File: config.mk
export PLATFORM = sky130hd
export DESIGN_NAME = model_matrix_transmitter
export DESIGN_NICKNAME = d
export VERILOG_FILES = /design/src/rtl/model_matrix_transmitter.sv
export SDC_FILE = /design/constraint.sdc
export NUM_CORES = 1
export LEC_CHECK = 0
export ABC_AREA = 1
export CAP_MARGIN = 5
export CORE_MARGIN = 2
export CORE_UTILIZATION = 59
export DETAILED_ROUTE_END_ITERATION = 8
export GPL_TIMING_DRIVEN = 0
export PLACE_DENSITY = 0.84
export REMOVE_ABC_BUFFERS = 1
export SYNTH_ARGS = -nofsm -noshare
export SYNTH_HDL_FRONTEND = slang
export SYNTH_SLANG_ARGS = --single-unit
File: constraint.sdc
create_clock -name CLK -period 41.4 [get_ports CLK]
set_input_delay 12.42 -clock CLK [delete_from_list [all_inputs] [get_ports CLK]]
set_output_delay 12.42 -clock CLK [all_outputs]
set_load 0.02 [all_outputs]
File: src/rtl/model_matrix_transmitter.sv
// model_matrix_transmitter: streams a row-major matrix from synchronous memory, one element per consumer request
module model_matrix_transmitter #(
   parameter int DATA_SIZE    = 64,
   parameter int ADDRESS_SIZE = 12
) (
   input  logic                    CLK,
   input  logic                    RST,
   input  logic                    START,
   output logic                    READY,
   input  logic [DATA_SIZE-1:0]    SIZE_I_IN,
   input  logic [DATA_SIZE-1:0]    SIZE_J_IN,
   input  logic [ADDRESS_SIZE-1:0] BASE_ADDRESS,
   output logic [ADDRESS_SIZE-1:0] MEM_ADDRESS,
   output logic                    MEM_READ,
   input  logic [DATA_SIZE-1:0]    MEM_DATA,
   output logic [DATA_SIZE-1:0]    DATA_OUT,
   output logic                    DATA_I_ENABLE,
   output logic                    DATA_J_ENABLE,
   input  logic                    DATA_I_REQUEST,
   input  logic                    DATA_J_REQUEST
);
   typedef enum logic [1:0] {IDLE, FETCH, WAIT, HOLD} state_t;
   state_t state, state_nxt;
   logic [DATA_SIZE-1:0] size_i, size_j, i, j;
   logic [ADDRESS_SIZE-1:0] addr;
   logic accept, empty, j_last, i_last, adv_j, adv_i, done;
   // START is refused while READY is still pulsing from the previous transfer
   assign accept = state == IDLE && START && !READY;
   assign empty  = SIZE_I_IN == '0 || SIZE_J_IN == '0;
   assign j_last = j == size_j - DATA_SIZE'(1);
   assign i_last = i == size_i - DATA_SIZE'(1);
   assign adv_j  = state == HOLD && !j_last && DATA_J_REQUEST;
   assign adv_i  = state == HOLD && j_last && !i_last && DATA_I_REQUEST;
   assign done   = state == HOLD && j_last && i_last && (DATA_I_REQUEST || DATA_J_REQUEST);
   assign MEM_READ    = state == FETCH;
   assign MEM_ADDRESS = MEM_READ ? addr : '0;
   // state register
   always_ff @(posedge CLK or posedge RST) begin
      if (RST) state <= IDLE;
      else     state <= state_nxt;
   end
   // next-state: one read per element, then park in HOLD until the consumer asks for more
   always_comb begin
      state_nxt = state;
      case (state)
         IDLE:    state_nxt = (accept && !empty) ? FETCH : IDLE;
         FETCH:   state_nxt = WAIT;
         WAIT:    state_nxt = HOLD;
         HOLD:    state_nxt = (adv_j || adv_i) ? FETCH : done ? IDLE : HOLD;
         default: state_nxt = IDLE;
      endcase
   end
   // position counters, address, presented element and the one-cycle strobes
   always_ff @(posedge CLK or posedge RST) begin
      if (RST) begin
         size_i        <= '0;
         size_j        <= '0;
         i             <= '0;
         j             <= '0;
         addr          <= '0;
         DATA_OUT      <= '0;
         DATA_I_ENABLE <= 1'b0;
         DATA_J_ENABLE <= 1'b0;
         READY         <= 1'b0;
      end else begin
         if (accept) begin
            size_i <= SIZE_I_IN;
            size_j <= SIZE_J_IN;
            addr   <= BASE_ADDRESS;
            i      <= '0;
            j      <= '0;
         end
         if (adv_j) begin
            j    <= j + DATA_SIZE'(1);
            addr <= addr + ADDRESS_SIZE'(1);
         end
         if (adv_i) begin
            i    <= i + DATA_SIZE'(1);
            j    <= '0;
            addr <= addr + ADDRESS_SIZE'(1);
         end
         if (state == WAIT) DATA_OUT <= MEM_DATA;
         DATA_J_ENABLE <= state == WAIT;
         DATA_I_ENABLE <= state == WAIT && j == '0;
         READY         <= (accept && empty) || done;
      end
   end
endmodule

Word level (Yosys, flattened, before mapping)
Cells that the tools add are included.
{"block": "word_totals", "reg_bits": 337, "latchBits": 0, "mem_bits_rw": 0, "rom_bits": 0, "inputBits": 209, "output_inout_bits": 80, "word_cells": 58, "mem_count": 0}
{"block": "classes", "add_sub_neg": 5, "n_mul": 0, "div": 0, "magnitude_cmp": 0, "n_eq_ne": 5, "n_shift": 0, "muxes": 12, "bitwise": 0, "n_reduce_logical": 26}
{"operator": "two-way mux 64 bit", "count": 4}
{"operator": "logical NOT 64 bit", "count": 3}
{"operator": "adder 64 x 1 -> 64 bit (second input constant)", "count": 2}
{"operator": "equality test 64 bit", "count": 2}
{"operator": "subtractor 64 x 1 -> 64 bit (second input constant)", "count": 2}
{"operator": "two-way mux 12 bit", "count": 4}
{"operator": "adder 12 x 1 -> 12 bit (second input constant)", "count": 1}
{"operator": "logical AND 1 bit", "count": 12}
{"operator": "case mux 2 bit (4 select lines)", "count": 1}
{"operator": "equality test 2 bit (second input constant)", "count": 2}
{"operator": "logical NOT 1 bit", "count": 4}
{"operator": "logical OR 1 bit", "count": 4}
{"operator": "two-way mux 2 bit", "count": 2}
{"operator": "nonzero test 3 bit", "count": 1}
{"operator": "equality test 2 x 1 -> 1 bit (second input constant)", "count": 1}
{"operator": "logical NOT 2 bit", "count": 1}
{"operator": "nonzero test 2 bit", "count": 1}
{"operator": "two-way mux 1 bit", "count": 1}

Longest topological paths before layout
Gate-level depths: netlist (run 1).
{"block": "logic_depth", "ltp_word": 8, "mapped_depth": 24, "mapped_depth_nobuf": 23}

Worst setup path before layout (run 1)
Ideal clock, no wire load.
{"block": "synth_path", "path_kind": "in2reg", "start": "in START", "end": "reg addr[1]", "setup_time_ns": 0.068, "t_arrival_ns": 13.874, "required_ns": 41.332, "path_slack_ns": 27.458, "path_stages": 7, "n_path_buf": 3, "path_cell_list": "inv_1 > nor3_1 > clkbuf_1 > clkbuf_1 > clkbuf_1 > nand2_1 > nand3_1"}
{"block": "synth_between", "elab_chain_len": 3}
{"element": "from (decl)", "line_no": "8", "source": "input logic START,"}
{"element": "logical AND 1 bit (2 in series)", "line_no": "28", "source": "assign accept = state == IDLE && START && !READY;"}
{"element": "nonzero test 3 bit (no line)"}
{"element": "to (signal assigned)", "line_no": "75", "source": "addr <= addr + ADDRESS_SIZE'(1);"}
{"element": "to (signal assigned)", "line_no": "80", "source": "addr <= addr + ADDRESS_SIZE'(1);"}
{"element": "to (decl)", "line_no": "25", "source": "logic [ADDRESS_SIZE-1:0] addr;"}
Every way passes these cells.
A chain may end at the register's enable or synchronous reset.

Worst setup path in the final report (run 1)
{"block": "layout_path", "start": "in START", "end": "reg i[9]"}
{"block": "layout_between", "elab_chain_len": 3}
{"element": "logical AND 1 bit (2 in series)", "line_no": "28"}
{"element": "nonzero test 2 bit (no line)"}
{"element": "to (signal assigned)", "line_no": "78", "source": "i <= i + DATA_SIZE'(1);"}
{"element": "to (decl)", "line_no": "24", "source": "logic [DATA_SIZE-1:0] size_i, size_j, i, j;"}
Every way passes these cells.

==> results of run 1 <==
[power by group]
group	internal, W	total [W]	switching [W]
Clock	0.000190	0.000335	0.000145
Sequential	0.000446	0.000595	0.000148
Combinational	0.000324	0.000904	0.000580
Total	0.000960	0.00183	0.000874
[per-layer routing]
layer / share of wire / vias to the layer above / GRT usage
met1: 0.39 / 12400 / 0.524
met5: 0 / - / 0
met4: 0.068 / 0 / 0.252
li1: - / 12900 / -
met2: 0.46 / 1341 / 0.677
met3: 0.076 / 296 / 0.0433
[worst paths after layout]
path                               from           end  slack [ns]  depth (start not counted)
min reg2reg                DATA_OUT[60]  DATA_OUT[60]        0.47                          2
max                               START          i[9]       25.96                          9
min in group asynchronous           RST    size_i[12]       12.27                          2
min                        DATA_OUT[60]  DATA_OUT[60]        0.47                          2
max in group asynchronous           RST         j[51]       27.68                          4
max reg2reg                   size_i[0]          i[9]       35.89                         18
[registers in the layout (all words and copies together), names as in the netlist]
| signal | count |
|---|---|
| size_i | 64 |
| size_j | 64 |
| i | 64 |
| j | 64 |
| DATA_I_ENABLE | 1 |
| READY | 1 |
| DATA_J_ENABLE | 1 |
| state | 2 |
| addr | 12 |
| DATA_OUT | 64 |
[cells by family after synthesis]
family          Yosys count  share of synthesized area
xor+xnor                212                     0.0769
fa+ha+maj                 6                    0.00306
simple gates           2622                      0.449
flops                   337                      0.344
compound gates          242                     0.0535
buf+inv                 460                     0.0732
[cell usage in the layout (no fill, tap or decap), types with 4 or more instances in the layout]
cell                n
a21oi_1             6
and2_1              5
and3_1              6
buf_16              5
buf_6              10
clkbuf_1           12
clkbuf_16          39
clkbuf_8            9
clkdlybuf4s50_1   288
clkinv_2            6
dfrtp_1           337
diode_2             4
ha_1                6
inv_1             336
inv_2               7
nand2_1          1403
nand3_1           363
nand3b_1           23
nand4_1            72
nor2_1            582
nor2_2             17
nor2_4              8
nor3_1             63
nor4_1             59
o21ai_0           141
o21ai_1            37
o22ai_1            46
or2_2               5
xnor2_1            46
xor2_1            164
[final cells by class]
class	count	area, µm²	share of cell area
well taps	532	666	0.0229
repair buffers	309	3220	0.111
inverters	346	1310	0.0449
flip-flops and latches	337	8430	0.290
clock buffers	60	1140	0.0393
diodes	4	10.0	0.000344
clock inverters	8	46.3	0.00159
multi-input cells	3082	14300	0.491
[critical path, delay by kind of cell]
kind / cells / cell delay (ns)
buf+inv: 6 / 1.56
simple gates: 2 / 1.53
compound gates: 1 / 0.20
[metrics by stage]
stage | hold WS (ns) | util | worst slack (ns)
finish | 0.471 | 0.712 | 25.96
detailed placement | 0.457 | 0.682 | 25.47
global placement | 0.453 | 0.673 | -0.339
floorplan | 0.478 | - | 12.24
global route | 0.488 | 0.712 | 25.78
CTS | 0.472 | 0.711 | 26.06
==> flow_metrics.py, run 1 <==
metrics = {
    "status": {
        "status": "complete, no violations",
    },
    "synth": {
        "synth_cell_type_count": 49,
        "synthTopCellsByArea": "dfrtp_1, nand2_1, nor2_1, nand3_1, xor2_1",
        "ys_seq_elements": 337,
        "synth-async-reset-ratio": 1.00,
        "yosys-top-cells-count": "nand2_1, nor2_1, nand3_1, inv_1, dfrtp_1",
        "yosysSeqAreaShare": 0.344,
        "yosysMostFrequentCell": "nand2_1",
        "synthFlopType": "dfrtp_1",
        "synth_cells": 3879,
        "yosys.area.top_type": "dfrtp_1",
        "synth_top_area_frac": 0.344,
        "syn_avg_cell_area_um2": 6.32,
        "syn_area_um2": 24500,
        "synth-edff-count": 0,
        "ys_warn_count": 0,
    },
    "floorplan": {
        "start_util": 0.599,
        "core_area_um2": 40900,
        "dieArea_um2": 43200,
        "rows": 74,
        "dieHeight_um": 208,
        "die_x_um": 208,
        "ios": 289,
    },
    "grt": {
        "grt_antenna_before_repair": 3,
        "grt_start_max_net_pins": 131,
        "track_usage": 0.412,
        "grt_pass1_vias": 25800,
        "grt_pass1_wl_mm": 140,
        "gr-total-overflow": 0,
    },
    "worst_setup_path": {
        "required_ns": 41.79,
        "cp_cell_sequence": "clkdlybuf4s50_1 -> inv_1 -> nor3_2 -> buf_6 -> buf_6 -> inv_2 -> buf_12 -> nand2_4 -> o22ai_1",
        "cp-start-kind": "primary input",
        "critPathCaptureType": "register",
        "crit_type": "in2reg",
        "path_max_fanout": 64,
        "slowest_delay_ns": 0.91,
        "arrival_ns": 15.83,
        "cpMostUsedCell": "buf_6",
        "cp_slowest_cell": "nor3_2",
    },
    "final_layout": {
        "fillers": 3576,
        "num-nets-final": 4329,
        "final_cells": 4678,
        "post-route-cell-area_um2": 29100,
        "area_growth_pct": 18.9,
        "drive_above_1_share": 0.0309,
    },
    "clock_network": {
        "postCtsSetupBuffers": 0,
        "htree_num_levels": 2,
        "cts_hold_buf": 0,
        "tritoncts": "done",
        "clock_sinks": 337,
        "cts_resized": 0,
        "numCtsBuffers": 38,
        "clk_pin_slew_ns": 0.06,
        "worstSkewPairLatency_ns": 0.58,
        "root_buffer": "clkbuf_16",
        "cts.path.max_buffers": 3,
    },
    "timing": {
        "fin_skew_ns": 0.0268,
        "period_minus_slack_ns": 15.44,
        "slew-limit-headroom": 0.124,
        "fmax_ghz": 0.0648,
        "rsz0062_at_grt": "no",
        "report.final.setup_viol": 0,
        "final_max_slew_viol_count": 0,
        "fin_tns_setup_ns": 0,
        "period_share": 0.373,
        "hold_violations": 0,
        "worst_pin_slew_ns": 1.31,
    },
    "detailed_routing": {
        "drt_wl_total_mm": 90.4,
        "drc": 0,
        "ant_nets": 0,
        "drt_iter0_drc": 2926,
        "firstDrtPassIters": 6,
        "wl_per_cell_um": 19.3,
        "vias": 26900,
        "vias_per_cell": 5.75,
    },
    "placed_design": {
        "dpl.hpwl_mm": 71.0,
        "dpl.cell_count": 4606,
        "port_buffers": 288,
        "placed_cell_area_um2": 27900,
        "gp_congestion": 1.05,
    },
    "job": {
        "max_cap_violations": 0,
    },
    "power": {
        "finalPower_w": 0.00183,
        "ir_worst_vdd_mv": 0.0482,
        "p_leak_nw": 13.2,
        "power_density_nw_per_um2": 63.0,
    },
    "hold_path": {
        "hold_class": "reg2reg",
    },
}
Power figures use the tool's default switching activity.
==> run 2, diff against run 1 <==
--- a/config.mk
+++ b/config.mk
@@ -8,10 +8,10 @@
 export ABC_AREA = 1
 export CAP_MARGIN = 5
 export CORE_MARGIN = 2
-export CORE_UTILIZATION = 59
+export CORE_UTILIZATION = 52
 export DETAILED_ROUTE_END_ITERATION = 8
 export GPL_TIMING_DRIVEN = 0
-export PLACE_DENSITY = 0.84
+export PLACE_DENSITY = 0.78
 export REMOVE_ABC_BUFFERS = 1
 export SYNTH_ARGS = -nofsm -noshare
 export SYNTH_HDL_FRONTEND = slang
==> constraint.sdc (replaced) <==
create_clock -name CLK -period 13.37 [get_ports CLK]
set_input_delay 4.011 -clock CLK [delete_from_list [all_inputs] [get_ports CLK]]
set_output_delay 4.011 -clock CLK [all_outputs]
set_load 0.02 [all_outputs]
==> run 2 against run 1 <==
Compared with the run above:
- flip-flop and latch count unchanged
- combinational power rose to 3.1 times the previous value
- worst hold slack worse by 0.0061 ns
- critical path type unchanged
- critical endpoint is now i[28]
- largest cell class unchanged
- largest power group unchanged
==> flow_metrics.py, run 2 (same netlist as run 1, synthesis figures left out) <==
metrics = {
    "timing": {
        "fin_tns_setup_ns": 0,
        "period_share": 0.499,
        "fmax_ghz": 0.150,
        "final_max_slew_viol_count": 0,
        "worst_pin_slew_ns": 1.13,
        "slew-limit-headroom": 0.250,
        "period_minus_slack_ns": 6.68,
        "rsz0062_at_grt": "no",
        "report.final.setup_viol": 0,
        "hold_violations": 0,
        "fin_skew_ns": 0.0253,
    },
    "floorplan": {
        "die_x_um": 221,
        "ios": 289,
        "start_util": 0.526,
        "dieArea_um2": 48900,
        "rows": 79,
        "core_area_um2": 46600,
        "dieHeight_um": 221,
    },
    "power": {
        "ir_worst_vdd_mv": 0.182,
        "power_density_nw_per_um2": 196,
        "p_leak_nw": 13.2,
        "finalPower_w": 0.00576,
    },
    "detailed_routing": {
        "drt_iter0_drc": 2592,
        "vias_per_cell": 5.51,
        "firstDrtPassIters": 6,
        "drt_wl_total_mm": 91.3,
        "wl_per_cell_um": 19.2,
        "vias": 26200,
        "drc": 0,
        "ant_nets": 0,
    },
    "grt": {
        "gr-total-overflow": 0,
        "grt_pass1_vias": 25000,
        "grt_pass1_wl_mm": 141,
        "grt_antenna_before_repair": 3,
        "track_usage": 0.369,
        "grt_start_max_net_pins": 118,
    },
    "clock_network": {
        "worstSkewPairLatency_ns": 0.59,
        "root_buffer": "clkbuf_16",
        "cts_resized": 0,
        "htree_num_levels": 2,
        "cts.path.max_buffers": 3,
        "cts_hold_buf": 0,
        "clock_sinks": 337,
        "tritoncts": "done",
        "numCtsBuffers": 40,
        "postCtsSetupBuffers": 0,
        "clk_pin_slew_ns": 0.06,
    },
    "final_layout": {
        "final_cell_mix": "nand2_1, nor2_1, nand3_1",
        "area_growth_pct": 19.8,
        "drive_above_1_share": 0.0328,
        "fillers": 4516,
        "final_common_cell": "nand2_1",
        "num-nets-final": 4330,
    },
    "placed_design": {
        "gp_congestion": 1.04,
        "port_buffers": 288,
        "dpl.hpwl_mm": 72.5,
    },
    "worst_setup_path": {
        "cp_slowest_cell": "nand2_4",
        "critical_path_buf_inv_count": 6,
        "cp-start-kind": "primary input",
        "arrival_ns": 7.08,
        "path_max_fanout": 66,
        "cp_top_family": "buffers and inverters",
        "cp_cell_sequence": "clkdlybuf4s50_1 -> inv_1 -> nor3_2 -> buf_6 -> buf_6 -> buf_6 -> inv_4 -> nand2_4 -> o22ai_1",
        "critPathCaptureType": "register",
        "required_ns": 13.78,
        "slowest_delay_ns": 0.75,
        "crit_type": "in2reg",
        "cpMostUsedCell": "buf_6",
    },
    "job": {
        "max_cap_violations": 0,
    },
    "status": {
        "status": "complete, no violations",
    },
    "hold_path": {
        "hold_class": "reg2reg",
    },
}
-- run 2: cell count changes in the layout (fill, tap and decap cells not counted), sizes merged --
| cell | before | now |
|---|---|---|
| buf | 21 | 20 |
| bufinv | 0 | 2 |
| clkbuf | 60 | 59 |
| clkinv | 8 | 10 |
| clkinvlp | 1 | 3 |
| inv | 345 | 344 |
-- run 2: stage by stage --
stage / instance area, µm² / hold WS, ns / setup WS (ns) / cells / util
6_report: 29300 / 0.465 / 6.69 / 4756 / 0.630
5_1_grt: 29300 / 0.484 / 6.55 / 4755 / 0.630
4_1_cts: 29300 / 0.471 / 6.74 / 4751 / 0.630
3_5_place_dp: 28000 / 0.457 / 6.19 / 4679 / 0.601
3_3_place_gp: 27600 / 0.453 / -20.28 / 4660 / 0.594
2_1_floorplan: 24000 / 0.478 / -7.38 / 3765 / -
-- run 2: power by group --
part | total [W] | internal [W] | switching, W | leakage (nW)
clock network | 0.00114 | 0.000669 | 0.000467 | 0.661
registers | 0.00185 | 0.00138 | 0.000464 | 4.33
logic | 0.00277 | 0.000999 | 0.00178 | 8.23
total | 0.00576 | 0.00305 | 0.00271 | 13.2
-- run 2: path summary, 6_finish.rpt --
path	from	end	slack, ns	cells after the start
max	START	i[28]	6.69	9
min	DATA_OUT[15]	DATA_OUT[15]	0.46	2
max reg2reg	size_i[0]	i[1]	7.84	18
min reg2reg	DATA_OUT[15]	DATA_OUT[15]	0.46	2
max in group asynchronous	RST	j[62]	8.23	3
min in group asynchronous	RST	size_i[11]	4.02	2
-- run 2: worst register-to-register path, delay by kind of cell, from the launching register on --
family / cells / cell delay [ns]
AOI/OAI and AO/OA: 2 / 0.58
and+or+nand+nor: 14 / 4.14
buffers and inverters: 1 / 0.11
DFF: 1 / 0.38
adders and majority gates: 1 / 0.25
-- run 2: cell type report --
class	instances	area, µm²	area share
multi-input combinational	3082	14300	0.487
inverter	346	1310	0.0446
sequential	337	8430	0.287
tap	607	759	0.0259
antenna	4	10.0	0.000341
clock buffer	59	1210	0.0414
clock inverter	13	138	0.00469
timing repair buffer	308	3180	0.108
-- run 2: metal layers --
layer / global-route usage / vias to the layer above / part of all wire
li1: - / 12900 / -
met1: 0.478 / 12100 / 0.41
met2: 0.614 / 992 / 0.47
met3: 0.0356 / 229 / 0.061
met4: 0.189 / 0 / 0.056
met5: 0 / - / 0
